$ cat src/rtl/scan_decoder_pkg.sv
// Shared types and helpers for scan_decoder: FSM states, mode encodings and
// the polarity-aware one-cold/one-hot decode.
package scan_decoder_pkg;

  typedef enum logic [1:0] {
    IDLE   = 2'd0,
    DIRECT = 2'd1,
    SCAN   = 2'd2
  } state_e;

  localparam logic MODE_DIRECT = 1'b0;
  localparam logic MODE_SCAN   = 1'b1;

  // Widest select the decode helper supports; callers slice the low 2**SEL_W bits.
  localparam int MAX_SEL_W = 8;
  localparam int MAX_OUT_W = 2 ** MAX_SEL_W;

  // One-hot decode of sel, inverted to one-cold when active_low is set.
  function automatic logic [MAX_OUT_W-1:0] decode_onecold(input logic [MAX_SEL_W-1:0] sel,
                                                          input logic                 active_low);
    logic [MAX_OUT_W-1:0] v;
    v      = '0;
    v[sel] = 1'b1;
    return active_low ? ~v : v;
  endfunction

endpackage

$ cat src/rtl/scan_decoder_dwell.sv
// dwell_timer: free-running 0..DWELL-1 counter with synchronous clear.
// tick_o flags the last cycle of a window; cnt_nxt_o is the count the
// window will hold after the coming edge, so registered consumers can act on it.
module dwell_timer
  import scan_decoder_pkg::*;
#(
  parameter int DWELL = 50000,
  parameter int CW    = (DWELL > 1) ? $clog2(DWELL) : 1
) (
  input  logic          clk,
  input  logic          rst_n,
  input  logic          clr_i,
  output logic          tick_o,
  output logic [CW-1:0] cnt_nxt_o
);

  localparam logic [CW-1:0] TOP = CW'(DWELL - 1);

  logic [CW-1:0] cnt_q, cnt_d;

  // Next count: clear wins, otherwise wrap at TOP or increment.
  always_comb begin
    cnt_d = cnt_q + CW'(1);
    if (clr_i || cnt_q == TOP) cnt_d = '0;
  end

  assign tick_o    = (cnt_q == TOP);
  assign cnt_nxt_o = cnt_d;

  // Count register.
  always_ff @(posedge clk or negedge rst_n) begin
    if (!rst_n) cnt_q <= '0;
    else        cnt_q <= cnt_d;
  end

endmodule

$ cat src/rtl/scan_decoder.sv
// scan_decoder: registered N-to-2^N select decoder with a built-in channel
// scanner. DIRECT decodes `a` with one cycle of latency; SCAN walks channels
// 0..last, holding each for DWELL cycles and pulsing `wrap` on each return to 0.
// Optional macro SCAN_DECODER_BLANK_EN blanks Y for the first BLANK_CYC cycles
// of every scan window (ghosting dead-time).
module scan_decoder
  import scan_decoder_pkg::*;
#(
  parameter int SEL_W      = 3,
  parameter int DWELL      = 50000,
  parameter int BLANK_CYC  = 2,
  parameter int ACTIVE_LOW = 1
) (
  input  logic                  clk,
  input  logic                  rst_n,
  input  logic                  en,
  input  logic                  mode,
  input  logic [SEL_W-1:0]      a,
  input  logic [SEL_W-1:0]      last,
  output logic [(2**SEL_W)-1:0] Y,
  output logic [SEL_W-1:0]      idx,
  output logic                  wrap
);

  localparam int              OUT_W = 2 ** SEL_W;
  localparam int              CW    = (DWELL > 1) ? $clog2(DWELL) : 1;
  localparam logic [OUT_W-1:0] INACT = (ACTIVE_LOW != 0) ? '1 : '0;

  state_e             state_q, ns;
  logic [SEL_W-1:0]   idx_q, idx_d;
  logic               wrap_q, wrap_d;
  logic [OUT_W-1:0]   y_q, y_d;
  logic               timer_clr, tick;
  logic [CW-1:0]      cnt_nxt;
  logic [MAX_SEL_W-1:0] sel_ext;
  logic [MAX_OUT_W-1:0] dec_full;

  // Mode decode: state follows en/mode every cycle.
  always_comb begin
    ns = IDLE;
    if (en) ns = (mode == MODE_SCAN) ? SCAN : DIRECT;
  end

  // Counter runs only while staying in SCAN; entry (or any other state) clears it,
  // so channel 0 always gets a full window after entering SCAN.
  assign timer_clr = (ns != SCAN) || (state_q != SCAN);

  dwell_timer #(.DWELL(DWELL), .CW(CW)) u_dwell (
    .clk      (clk),
    .rst_n    (rst_n),
    .clr_i    (timer_clr),
    .tick_o   (tick),
    .cnt_nxt_o(cnt_nxt)
  );

  // Next idx/wrap/Y; a mode change overrides a coincident dwell expiry.
  always_comb begin
    idx_d    = '0;
    wrap_d   = 1'b0;
    y_d      = INACT;
    sel_ext  = '0;
    dec_full = '0;
    case (ns)
      DIRECT: idx_d = a;
      SCAN: begin
        if (!timer_clr) begin
          idx_d = idx_q;
          if (tick) begin
            // >= also catches `last` having dropped below the current channel.
            if (idx_q >= last) begin
              idx_d  = '0;
              wrap_d = 1'b1;
            end else begin
              idx_d = idx_q + SEL_W'(1);
            end
          end
        end
      end
      default: ;
    endcase
    sel_ext[SEL_W-1:0] = idx_d;
    dec_full           = decode_onecold(sel_ext, ACTIVE_LOW != 0);
    if (ns != IDLE) y_d = dec_full[OUT_W-1:0];
`ifdef SCAN_DECODER_BLANK_EN
    if (ns == SCAN && cnt_nxt < CW'(BLANK_CYC)) y_d = INACT;
`endif
  end

`ifndef SCAN_DECODER_BLANK_EN
  logic unused_cnt;
  assign unused_cnt = ^cnt_nxt;
`endif

  // FSM state and registered outputs.
  always_ff @(posedge clk or negedge rst_n) begin
    if (!rst_n) begin
      state_q <= IDLE;
      idx_q   <= '0;
      wrap_q  <= 1'b0;
      y_q     <= INACT;
    end else begin
      state_q <= ns;
      idx_q   <= idx_d;
      wrap_q  <= wrap_d;
      y_q     <= y_d;
    end
  end

  assign Y    = y_q;
  assign idx  = idx_q;
  assign wrap = wrap_q;

endmodule

$ cat config.mk
export PLATFORM = sky130hd
export DESIGN_NAME = scan_decoder
export DESIGN_NICKNAME = d
export VERILOG_FILES = /design/src/rtl/scan_decoder_pkg.sv /design/src/rtl/scan_decoder_dwell.sv /design/src/rtl/scan_decoder.sv
export SDC_FILE = /design/constraint.sdc
export NUM_CORES = 1
export LEC_CHECK = 0
export ABC_AREA = 1
export BUFFER_PORTS_ARGS = -buffer_cell sky130_fd_sc_hd__buf_2
export CAP_MARGIN = 10
export CELL_PAD_IN_SITES_DETAIL_PLACEMENT = 1
export CELL_PAD_IN_SITES_GLOBAL_PLACEMENT = 1
export CORE_MARGIN = 5
export CORE_UTILIZATION = 45
export DETAILED_ROUTE_END_ITERATION = 10
export HOLD_SLACK_MARGIN = 0.05
export PLACE_DENSITY_LB_ADDON = 0.1
export SETUP_SLACK_MARGIN = 0.05
export SYNTH_ARGS = -nofsm -noshare
export SYNTH_HDL_FRONTEND = slang
export SYNTH_SLANG_ARGS = --single-unit
export TNS_END_PERCENT = 100
$ cat constraint.sdc
create_clock -name clk -period 2.9 [get_ports clk]
set_clock_uncertainty 0.2 [all_clocks]
set_input_delay 0.29 -clock clk [delete_from_list [all_inputs] [get_ports clk]]
set_output_delay 0.29 -clock clk [all_outputs]
set_load 0.1 [all_outputs]
## Word level (Yosys, flattened, before mapping)

Cells that the tools add are included.

- Register bits: 30
- Bits of input ports: 10
- Output and inout bits: 12
- Logic and storage cells: 34

- Add/subtract/negate cells: 2
- Magnitude comparators: 3
- Equality and inequality tests: 5
- Multiplexer cells: 14
- Bitwise logic cells: 1
- Reductions and logical operators: 4

Operators with widths:

| kind | number |
|---|---|
| adder 16 x 1 -> 16 bit, second input constant | 1 |
| equality test 16 bit, second input constant | 1 |
| two-way mux 16 bit | 1 |
| < comparator 3 x 9 -> 1 bit, second input constant | 1 |
| two-way mux 3 bit | 3 |
| two-way mux 8 bit | 1 |
| NOT 8 bit | 1 |
| one-hot mux 3 bit (2 select lines) | 1 |
| two-way mux 1 bit | 5 |
| two-way mux 2 bit | 2 |
| inequality test 2 bit, second input constant | 2 |
| adder 3 x 1 -> 3 bit, second input constant | 1 |
| demux 1 bit (select 3 bit) | 1 |
| >= comparator 3 x 1 -> 1 bit, second input constant | 1 |
| >= comparator 3 bit | 1 |
| equality test 2 x 1 -> 1 bit, second input constant | 1 |
| equality test 2 bit, second input constant | 1 |
| logical OR 1 bit | 2 |
| nonzero test 2 bit | 1 |
| logical AND 1 bit | 1 |

## Depth between registers and ports, before layout

Gate-level depths: netlist (run 1).

- Depth after elaboration: 12
- Gate-level depth with buffers: 11
- Gate-level depth less buffers: 11

## Hierarchy

Synthesis (run 1) repeated with hierarchy kept, for this count alone.

- Cell total of the unflattened synthesis: 206
- Area total of the unflattened synthesis: 1670.4 µm²

By module, submodules not included:

| module | times used | cells each | area an instance (µm²) |
|---|---|---|---|
| dwell_timer | 1 | 123 | 960.9 |
| scan_decoder | 1 | 83 | 709.4 |

## Worst setup path after synthesis (run 1)

Ideal clock, no wire load.

- Path type: register -> register
- Start: reg idx_q[0], in the netlist idx[0]
- End: reg y_q[0], in the netlist Y[0]
- Arrival: 2.052 ns
- Required time: 2.622 ns
- Path slack: 0.570 ns
- Stages on the path, launching flop included: 12
- Period minus slack after synthesis: 2.330 ns
- Path through: dfrtp_1 > inv_1 > ha_1 > inv_1 > nand2_1 > nand2_1 > nand3_1 > nand3_1 > nand3_2 > nand2_4 > nor2_2 > nand2_1

- Cells in the longest elaborated chain, start to end: 11
- Elaborated cells between the ends (all ways): 13
- Those cells by class: 1 x add/sub; 3 x order compare; 7 x mux; 1 x bitwise; 1 x reduce/logical

RTL lines:

| what | RTL line | source |
|---|---|---|
| from (decl) | scan_decoder.sv:30 | `logic [SEL_W-1:0] idx_q, idx_d;` |
| from (signal assigned) | scan_decoder.sv:103 | `idx_q <= idx_d;` |
| adder 3 x 1 -> 3 bit or >= comparator 3 bit (tied branches) | scan_decoder.sv:74, scan_decoder.sv:70 |  |
| two-way mux 3 bit (*) | scan_decoder.sv:70 | `if (idx_q >= last) begin` |
| two-way mux 3 bit (*) | scan_decoder.sv:68 | `if (tick) begin` |
| two-way mux 3 bit (*) | scan_decoder.sv:66 | `if (!timer_clr) begin` |
| one-hot mux 3 bit (2 select lines) (*) | scan_decoder.sv:63 | `case (ns)` |
| named net idx_d[1] | scan_decoder.sv:30 |  |
| < comparator 3 x 9 -> 1 bit (implied by the code) or >= comparator 3 x 1 -> 1 bit (tied branches) | scan_decoder_pkg.sv:23 | `v[sel] = 1'b1;` |
| logical AND 1 bit (implied by the code) | scan_decoder_pkg.sv:23 |  |
| two-way mux 1 bit (implied by the code) | scan_decoder_pkg.sv:23 |  |
| demux 1 bit (select 3 bit) (*) | scan_decoder_pkg.sv:23 |  |
| NOT 8 bit (*) | scan_decoder_pkg.sv:24 | `return active_low ? ~v : v;` |
| two-way mux 8 bit (*) | scan_decoder.sv:83 | `if (ns != IDLE) y_d = dec_full[OUT_W-1:0];` |
| named net y_d[0] | scan_decoder.sv:32 | `logic [OUT_W-1:0] y_q, y_d;` |
| to (signal assigned) | scan_decoder.sv:105 | `y_q <= y_d;` |
| to (decl) | scan_decoder.sv:32 |  |

Mark *: on every way through the listed nets, which the timed path passes. The rest lies on a longest branch.

## Worst setup path after layout (run 1)

- Start: in mode
- End: reg u_dwell.cnt_q[10]

- Cells in the longest elaborated chain, start to end: 6

RTL lines:

| what | RTL line | source |
|---|---|---|
| from (decl) | scan_decoder.sv:17 | `input logic mode,` |
| two-way mux 2 bit (2 in series) | scan_decoder.sv:41 | `if (en) ns = (mode == MODE_SCAN) ? SCAN : DIRECT;` |
| inequality test 2 bit | scan_decoder.sv:46 | `assign timer_clr = (ns != SCAN) \|\| (state_q != SCAN);` |
| logical OR 1 bit | scan_decoder.sv:46 |  |
| logical OR 1 bit | scan_decoder_dwell.sv:24 | `if (clr_i \|\| cnt_q == TOP) cnt_d = '0;` |
| two-way mux 16 bit | scan_decoder_dwell.sv:24 |  |
| named net cnt_nxt[10] | scan_decoder.sv:34 | `logic [CW-1:0] cnt_nxt;` |
| to (signal assigned) | scan_decoder_dwell.sv:33 | `else cnt_q <= cnt_d;` |
| to (decl) | scan_decoder_dwell.sv:19 | `logic [CW-1:0] cnt_q, cnt_d;` |

The timed path passes the listed nets, and every way through them passes these cells.

==> impl_results.md, run 1 <==
* Status: complete, no violations
* CTS Root Cell: clkbuf_8
* RSZ-0062 raised after global routing: no
* ANT nets after route at 0
* P_int at 0.0006396 W
* Crit Path Class: input pin to flop
* Vias in the first global route at 1545
* Setup TNS at 0 ps
* First-pass iteration count of the detailed router at 4
* DP Wirelength at 3048 µm
* Seq pwr share at 49.2%
* Final Hold Viols at 0
* Post-layout min period at 1961 ps
* Final period util at 67.61%
* Critical path startpoint: mode
* Worst Hold Launch: en
* Maximum root-to-sink buffer count at 2
* Post-Syn Area at 0.001665 mm²
* Nets at 245
* Worst path required time at 2880 ps
* PwrDens at 453.4 mW/mm²
* DRC viols at 0
* Cell Rows at 22
* Initial cell density of the core at 45.83%
* Setup crit end kind: flop
* Commonest non-fill, non-tap cells in the layout: nand2_1 (40), nor2_1 (31), inv_1 (22), dfrtp_1 (22), buf_2 (21)
* Total power at 0.0008788 W
* Post_cts resized at 0
* Synth Instances at 201
* Cell depth of the worst setup path at 6
* Max-cap violations at 0
* CP startpoint kind: input pin
* Initial antenna violation count at 0
* Vias per cell at 5.022
* Leak at 0.8447 nW
* # hold bufs at CTS at 2
* Crit path buffers/inverters at 2
* Die Ht at 70.84 µm
* WL per Instance at 14.01 µm
* Hold Path Class: input pin to flop
* Syn Area/Cell at 8.285 µm²
* Core Area at 0.003633 mm²
* Largest net degree at the start of global routing at 31
* Setup violations, final at 0
* VDD IR-drop max at 0.0003465 V
* Grt ovf at 0
* Logic pwr share at 10.8%
* Postcts setup bufs at 0
* Place WS at 1032 ps
* Switching power at 0.0002392 W
* Worst path slowest cell: dlygate4sd3_1
* Top-level I/O count at 22
* Cell variety after synth at 27
* RR Endpoint: Y[6]$_DFF_PN1_
* Clk slew on worst S/H paths at 70 ps
* Worst r2r src: idx[2]$_DFF_PN0_
* H-tree levels at 2
* Layout area overhead at 16.38%
* DIE AREA at 0.005018 mm²
* Port bufs at 21
* FMAX at 510.0 MHz
* Reg2Reg Depth at 7
* Die X at 70.84 µm
* Worst path top cell family by delay: simple AND/OR/NAND/NOR gates
* Syn Nets at 216
* Worst EP arrival at 1940 ps
* Post-synthesis sequential area ratio at 45.68%
* R2R setup slack at 1010 ps
* Via Count at 1401
* DRT iter0 DRCs at 37
* Clock power frac at 39.9%
* Ant diodes at 0
* Layout cells sized above 1 at 30.30%
* Warnings, synthesis at 0
* Critical Path, Cell by Cell: dlygate4sd3_1 -> buf_2 -> nand2_1 -> nor3_4 -> nand2_2 -> a211oi_1
* TritonCTS clock tree: done
* TritonCTS Buffers at 5
* GRT Util Overall at 17.49%
* Commonest non-fill, non-tap cell in the layout: nand2_1
* Synth Register Bits at 30
* Crit-path max cell delay at 520 ps
* Slew Limit Fails at 0
* Gp weighted congestion at 0.7976
* Crit path capture: u_dwell.cnt_q[10]$_DFF_PN0_
* Max Fanout on Critical Path at 16
* Relative slew margins at 55.92%
* Worst slew pin tran at 661.2 ps
* WL final at 3910 µm
* CTS Sinks at 30
* Skew-Pair Late Insertion Delay at 280 ps
* Setup ws final at 939.3 ps
* Sw Share at 27.22%
* First-pass GRT wire length at 6962 µm
[how the worst min path moves through the flow]
stage	end	slack, ps	depth (start not counted)
after detailed placement	u_dwell.cnt_q[9]$_DFF_PN0_	160	1
after global placement	u_dwell.cnt_q[7]$_DFF_PN0_	160	1
after floorplan	idx[0]$_DFF_PN0_	-210	0
after CTS	state_q[1]$_DFF_PN0_	80	3
final	state_q[1]$_DFF_PN0_	80	3
after global routing	state_q[1]$_DFF_PN0_	90	3
[cell type report]
cell class	count	area, µm²
fill	462	1695
multi-input combinational	143	795.8
sequential	30	760.7
timing repair buffer	23	125.1
inverter	27	101.3
clock buffer	6	82.58
tap	48	60.06
clock inverter	2	12.51
[cell usage after synthesis]
master | n | area [µm²]
o21ai_0 | 1 | 5.000
nor3_2 | 2 | 20.02
nor3b_1 | 2 | 15.01
nor3_4 | 1 | 16.27
a211oi_1 | 1 | 7.510
inv_1 | 22 | 82.58
buf_4 | 1 | 7.510
nor2_1 | 31 | 116.4
nand2_2 | 6 | 37.54
ha_1 | 5 | 62.56
dfrtp_1 | 22 | 550.5
nand3_1 | 16 | 80.08
nor2_4 | 1 | 11.26
xor2_1 | 3 | 26.28
nor4_1 | 1 | 6.260
nor3b_2 | 1 | 12.51
inv_2 | 5 | 18.77
nand4_1 | 3 | 18.77
nand3_2 | 5 | 50.05
xnor2_1 | 1 | 8.760
nor3_1 | 8 | 40.04
nor2_2 | 8 | 50.05
nand2_4 | 3 | 33.78
nand2_1 | 40 | 150.1
a21oi_1 | 3 | 15.01
nor4_2 | 1 | 12.51
dfstp_2 | 8 | 210.2
[logic make-up (layout without fill, tap and decap cells)]
family / after synthesis / after routing / share of synthesized area (%)
and+or+nand+nor: 129 / 129 / 40.27
DFF: 30 / 30 / 45.68
buffers and inverters: 28 / 58 / 6.537
adders and majority gates: 5 / 5 / 3.757
AOI/OAI and AO/OA: 5 / 5 / 1.653
xor gates and xnor gates: 4 / 4 / 2.104
[sequential cells by signal, summed over array words and instances (netlist names)]
name           count
Y                  8
idx                3
state_q            2
u_dwell.cnt_q     16
wrap               1
[stage by stage]
stage | utilization, % | instances | instance area (µm²) | hold slack [ps]
floorplan | - | 201 | 1665 | -205.6
global placement | 50.17 | 269 | 1823 | 158.3
detailed placement | 50.17 | 269 | 1823 | 157.2
CTS | 53.34 | 279 | 1938 | 82.21
global route | 53.34 | 279 | 1938 | 86.02
finish | 53.34 | 279 | 1938 | 83.97
[power groups by stage]
stage	registers [W]	logic, W	clock network, W
global route	0.000433	0.000104	0.000392
detailed placement	0.000440	0.0000946	0
global placement	0.000440	0.0000922	0
finish	0.000433	0.0000952	0.000351
floorplan	0.000478	0.0000292	0
CTS	0.000433	0.0000970	0.000360
[worst min-delay path, delay by kind of cell]
kind                   cells  cell delay, ps
and+or+nand+nor            1              90
buffers and inverters      2             160
[routing by layer]
layer  share of wire, %  GRT usage [%]  vias up
li1                   -              -      692
met4               0.74          3.132        0
met1                 45          20.89      688
met2                 50          30.28       17
met3                4.0          6.676        4
met5                  0              0        -
Power figures use the tool's default switching activity.
==> run 2, diff against run 1 <==
--- a/config.mk
+++ b/config.mk
@@ -5,13 +5,13 @@
 export SDC_FILE = /design/constraint.sdc
 export NUM_CORES = 1
 export LEC_CHECK = 0
-export ABC_AREA = 1
+export ABC_AREA = 0
 export BUFFER_PORTS_ARGS = -buffer_cell sky130_fd_sc_hd__buf_2
 export CAP_MARGIN = 10
 export CELL_PAD_IN_SITES_DETAIL_PLACEMENT = 1
 export CELL_PAD_IN_SITES_GLOBAL_PLACEMENT = 1
 export CORE_MARGIN = 5
-export CORE_UTILIZATION = 45
+export CORE_UTILIZATION = 44
 export DETAILED_ROUTE_END_ITERATION = 10
 export HOLD_SLACK_MARGIN = 0.05
 export PLACE_DENSITY_LB_ADDON = 0.1
==> constraint.sdc (replaced) <==
create_clock -name clk -period 1.95 [get_ports clk]
set_clock_uncertainty 0.2 [all_clocks]
set_input_delay 0.195 -clock clk [delete_from_list [all_inputs] [get_ports clk]]
set_output_delay 0.195 -clock clk [all_outputs]
set_load 0.1 [all_outputs]
==> impl_results.md, run 2 <==
* Fillers at 343
* DIE AREA at 0.004774 mm²
* Setup ws final at -438.1 ps
* DRC viols at 0
* Most numerous cell in the Yosys netlist: dfrtp_1
* Syn Nets at 150
* TritonCTS clock tree: done
* Commonest non-fill, non-tap cell in the layout: buf_4
* Biggest register: u_dwell.cnt_q
* Worst path required time at 2020 ps
* Worst EP arrival at 2460 ps
* H-tree levels at 2
* Cell Rows at 21
* Post-layout min period at 2388 ps
* Die Ht at 69.10 µm
* Die X at 69.10 µm
* Skew-Pair Late Insertion Delay at 350 ps
* DRT iter0 DRCs at 65
* Post-DP Area at 0.001976 mm²
* Post-Syn Area at 0.001536 mm²
* Top cells by area, synth: dfrtp_1 (36%), dfstp_2 (14%), xor2_1 (5.7%)
* Setup crit end kind: flop
* Critical Path, Cell by Cell: nor4bb_4 -> nand4_1 -> buf_4 -> mux2i_4 -> a21oi_4 -> inv_2 -> or4_4
* CP startpoint kind: flop
* Max reg flops at 16
* Worst path slowest cell: or4_4
* Setup violations, final at 26
* Synth top cells by count: dfrtp_1 (22), nor2_1 (17), xor2_1 (10)
* Layout cells sized above 1 at 58.54%
* Synth Instances at 135
* Gp weighted congestion at 0.8113
* Final period util at 122.5%
* Syn Area/Cell at 11.38 µm²
* PwrDens at 535.6 mW/mm²
* Slew Limit Fails at 0
* Clk slew on worst S/H paths at 110 ps
* Final core utilization at 70.68%
* Relative slew margins at 52.35%
* Share of the synthesized area in the top cell type at 35.83%
* RSZ-0062 raised after global routing: yes
* Crit-path max cell delay at 500 ps
* VDD IR-drop max at 0.0004008 V
* Leak at 1.012 nW
* Final Cell Area at 0.002377 mm²
* DP Wirelength at 3018 µm
* Grt ovf at 0
* Violated checks: setup timing
* Commonest non-fill, non-tap cells in the layout: buf_4 (33), buf_2 (21), dfrtp_1 (18), nor2_1 (13), xor2_1 (9)
* Synth Register Bits at 30
* Hold Path Class: input pin to flop
* Max-cap violations at 0
* Maximum root-to-sink buffer count at 2
* Cell variety after synth at 43
* Max Fanout on Critical Path at 3
* GRT Util Overall at 25.07%
* CTS Sinks at 30
* Crit Path Class: flop to flop
* Number of flops mapped to enable cells by yosys at 0
* Post-synthesis sequential area ratio at 49.51%
* Vias per cell at 5.753
* Nets at 219
* Ys async rst share at 100.0%
* Status: finished, violations left
* Port bufs at 21
* Initial cell density of the core at 45.68%
* First-pass iteration count of the detailed router at 4
* Top-level I/O count at 22
* TritonCTS Buffers at 5
* Worst slew pin tran at 714.8 ps
* First-pass GRT wire length at 9225 µm
* Warnings, synthesis at 0
* Setup TNS at -3469 ps
* Ant diodes at 0
* ANT nets after route at 0
* FMAX at 418.8 MHz
* CTS Root Cell: clkbuf_4
* Largest net degree at the start of global routing at 31
* Final Hold Viols at 0
* Core Area at 0.003363 mm²
* Layout area overhead at 54.72%
* WL final at 6346 µm
* Vias in the first global route at 1668
* Via Count at 1444
* Synth Flop Type: dfrtp_1
* Area leader, netlist: dfrtp_1
* Initial antenna violation count at 0
* WL per Instance at 25.28 µm
==> run 2: final timing paths <==
path | to | startpoint | cells past startpoint | slack (ps)
setup / recovery | Y[6]$_DFF_PN1_ | u_dwell.cnt_q[11]$_DFF_PN0_ | 7 | -440
hold / removal | Y[5]$_DFF_PN1_ | a[1] | 4 | 110
setup reg to reg | Y[6]$_DFF_PN1_ | u_dwell.cnt_q[11]$_DFF_PN0_ | 7 | -440
hold reg to reg | u_dwell.cnt_q[15]$_DFF_PN0_ | u_dwell.cnt_q[15]$_DFF_PN0_ | 3 | 460
max in group asynchronous | idx[2]$_DFF_PN0_ | rst_n | 2 | 810
min in group asynchronous | idx[0]$_DFF_PN0_ | rst_n | 2 | 220
==> run 2: routing by layer <==
metal / part of all wire (%) / track usage [%]
met5: 0 / 0
met4: 4.9 / 11.06
met3: 3.9 / 7.413
met2: 55 / 46.19
met1: 36 / 25.91
==> run 2: critical path: cells and delay by family (launching register included) <==
kind	cells	cell delay, ps
multiplexers	1	190
flip-flops	1	450
AND/OR/NAND/NOR	3	1020
AO/OA/AOI/OAI	1	180
buffers and inverters	2	250
==> run 2: cell families after synthesis <==
| logic type | after synthesis | share of synthesized area [%] |
|---|---|---|
| AOI/OAI and AO/OA | 11 | 7.410 |
| xor gates and xnor gates | 12 | 6.840 |
| adders and majority gates | 5 | 4.072 |
| buffers and inverters | 10 | 3.420 |
| DFF | 30 | 49.51 |
| muxes | 1 | 0.6515 |
| and+or+nand+nor | 66 | 28.10 |
==> run 2: cell type report <==
cell class | count | area [µm²] | share of cell area (%)
Clock buffer | 6 | 51.30 | 2.158
Inverter | 6 | 25.02 | 1.053
Timing Repair Buffer | 65 | 494.2 | 20.79
Clock inverter | 2 | 12.51 | 0.5263
Sequential cell | 30 | 773.2 | 32.53
Multi-Input combinational cell | 96 | 963.4 | 40.53
Tap cell | 46 | 57.56 | 2.421
==> run 2: power by group <==
| group | internal (W) | leakage (nW) | switching [W] |
|---|---|---|---|
| combinational | 0.0000685 | 0.596 | 0.000141 |
| sequential | 0.000637 | 0.381 | 0.00000755 |
| clock | 0.000173 | 0.0343 | 0.000247 |
==> run 2: per-stage QoR <==
| stage | hold WS [ps] | std cells | worst slack (ps) | power (W) |
|---|---|---|---|---|
| after floorplan | -300.6 | 135 | -330.0 | 0.0007606 |
| after global placement | 55.72 | 228 | -221.3 | 0.0008072 |
| after detailed placement | 71.70 | 228 | -269.3 | 0.0008149 |
| after CTS | 95.72 | 248 | -262.6 | 0.001251 |
| after global routing | 125.2 | 251 | -509.1 | 0.001320 |
| final | 111.4 | 251 | -438.1 | 0.001273 |
==> run 2: repair_timing <==
item | 4_1_cts | 5_1_grt
endpoints found under the hold margin | 32 | 0
gates resized for setup | 16 | 20
pin swaps | 13 | 6
hold buffers | 4 | 0
cloned | 1 | 1
endpoints found under the setup margin | 11 | 27
buffers inserted | 7 | 3
==> run 3, diff against run 2 <==
--- a/config.mk
+++ b/config.mk
@@ -14,7 +14,7 @@
 export CORE_UTILIZATION = 44
 export DETAILED_ROUTE_END_ITERATION = 10
 export HOLD_SLACK_MARGIN = 0.05
-export PLACE_DENSITY_LB_ADDON = 0.1
+export PLACE_DENSITY = 0.89
 export SETUP_SLACK_MARGIN = 0.05
 export SYNTH_ARGS = -nofsm -noshare
 export SYNTH_HDL_FRONTEND = slang
==> impl_results.md, run 3 (same netlist as run 2, synthesis figures left out) <==
* Status: finished, violations left
* Violated checks: setup timing
* Setup ws final at -333.4 ps
* Commonest non-fill, non-tap cell in the layout: buf_4
* Hold Path Class: input pin to flop
* CTS Sinks at 30
* Post-layout min period at 2283 ps
* Worst path top cell family by delay: simple AND/OR/NAND/NOR gates
* Final period util at 117.1%
* Initial cell density of the core at 45.68%
* DIE AREA at 0.004774 mm²
* Vias per cell at 6.060
* PwrDens at 521.8 mW/mm²
* Setup violations, final at 26
* Relative slew margins at 54.20%
* Layout cells sized above 1 at 63.05%
* Ant diodes at 0
* Grt ovf at 0
* Final hold slack at 166.1 ps
* Port bufs at 21
* WL per Instance at 28.11 µm
* H-tree levels at 2
* R2R setup slack at -330 ps
* ANT nets after route at 0
* DRC viols at 0
* CP startpoint kind: flop
* DRT iter0 DRCs at 97
* TritonCTS Buffers at 5
* Top-level I/O count at 22
* Reg2Reg Depth at 6
* Nets at 217
* Layout Cells excl Fill at 249
* Largest net degree at the start of global routing at 31
* Placed Instances at 224
* Maximum root-to-sink buffer count at 2
* Vias in the first global route at 1610
* First-pass iteration count of the detailed router at 4
* FMAX at 437.9 MHz
* WL final at 7000 µm
* Total power at 0.001283 W
* Core Area at 0.003363 mm²
* Max Fanout on Critical Path at 4
* Die Ht at 69.10 µm
* Commonest non-fill, non-tap cells in the layout: buf_4 (29), buf_2 (21), dfrtp_1 (16), nor2_4 (13), xor2_1 (10)
* CTS Root Cell: clkbuf_4
* Worst r2r src: u_dwell.cnt_q[4]$_DFF_PN0_
* Slew Limit Fails at 0
* RSZ-0062 raised after global routing: yes
* First-pass GRT wire length at 9080 µm
* VDD IR-drop max at 0.0004677 V
* TritonCTS clock tree: done
* Final Hold Viols at 0
* DP Wirelength at 3111 µm
* Worst EP arrival at 2340 ps
* Setup TNS at -4489 ps
* Max reg flops at 16
* Crit Path Class: flop to flop
* Skew-Pair Late Insertion Delay at 330 ps
* Die X at 69.10 µm
* Gp weighted congestion at 0.8989
* Critical Path, Cell by Cell: nor4b_4 -> nand4_1 -> buf_6 -> nor4_4 -> a311oi_4 -> or4_1
* Max-cap violations at 0
* Setup crit end kind: flop
* Biggest register: u_dwell.cnt_q
* Leak at 1.000 nW
* Cell Rows at 21
* Layout area overhead at 60.02%
* Hold path depth at 4
* Worst Hold Launch: a[2]
* Worst slew pin tran at 686.9 ps
* Via Count at 1509
* Crit-path max cell delay at 490 ps
* Worst path slowest cell: dfrtp_2
* Crit path buffers/inverters at 1
* GRT Util Overall at 24.82%
* Clk slew on worst S/H paths at 110 ps
* Initial antenna violation count at 0
* Place WS at -315.9 ps
* RR Endpoint: Y[7]$_DFF_PN1_
* Worst path required time at 2000 ps
* WHS Endpoint: Y[3]$_DFF_PN1_
## run 3: cell count changes in the layout (fill, tap and decap cells not counted), sizes merged
cell	previous run	this run
buf	60	59
clkinvlp	1	0
## run 3: worst max path at each step
stage,depth (start not counted),slack (ps),start,endpoint
after floorplan,8,-330,idx[0]$_DFF_PN0_,Y[6]$_DFF_PN1_
after global placement,6,-220,u_dwell.cnt_q[4]$_DFF_PN0_,Y[6]$_DFF_PN1_
after detailed placement,6,-320,idx[1]$_DFF_PN0_,Y[1]$_DFF_PN1_
after CTS,7,-260,u_dwell.cnt_q[10]$_DFF_PN0_,Y[6]$_DFF_PN1_
after global routing,6,-380,u_dwell.cnt_q[7]$_DFF_PN0_,Y[7]$_DFF_PN1_
final,6,-330,u_dwell.cnt_q[4]$_DFF_PN0_,Y[7]$_DFF_PN1_
## run 3: worst reg2reg max path, stage by stage (launching register included)
cell      delay, ps
dfrtp_2         490
nor4b_4         280
nand4_1         150
buf_6           160
nor4_4          360
a311oi_4        100
or4_1           460
## run 3: repair_timing
| action | in CTS | in global routing |
|---|---|---|
| buffers inserted | 7 | 4 |
| hold buffers | 4 | 0 |
| resized for setup | 39 | 23 |
| hold endpoints to repair | 32 | 0 |
| pin swaps | 19 | 11 |
| cloned | 2 | 0 |
| endpoints found under the setup margin | 18 | 28 |
## run 3: power by group
part | internal (W) | switching [W]
Clock | 0.000175 | 0.000247
Combinational | 0.0000717 | 0.000145
Sequential | 0.000637 | 0.00000808
Total | 0.000883 | 0.000400
## run 3: area by class of cell
cell class,instances,area (µm²)
Multi-Input combinational cell,96,1042
Fill cell,318,904.6
Sequential cell,30,775.7
Timing Repair Buffer,63,498.0
Tap cell,46,57.56
Clock buffer,7,55.05
Inverter,6,25.02
Clock inverter,1,5.005
## run 3: through the flow
step | area, µm² | util (%)
2_1_floorplan | 1605 | -
3_3_place_gp | 1946 | 57.85
3_5_place_dp | 1946 | 57.85
4_1_cts | 2310 | 68.68
5_1_grt | 2459 | 73.10
6_report | 2459 | 73.10
## run 3: per-layer routing
| metal | vias to the layer above | track usage, % | part of all wire, % |
|---|---|---|---|
| met1 | 773 | 27.54 | 37 |
| met4 | 0 | 10.63 | 5.2 |
| met2 | 86 | 45.76 | 53 |
| met3 | 33 | 4.506 | 5.3 |
| met5 | - | 0 | 0 |
| li1 | 617 | - | - |
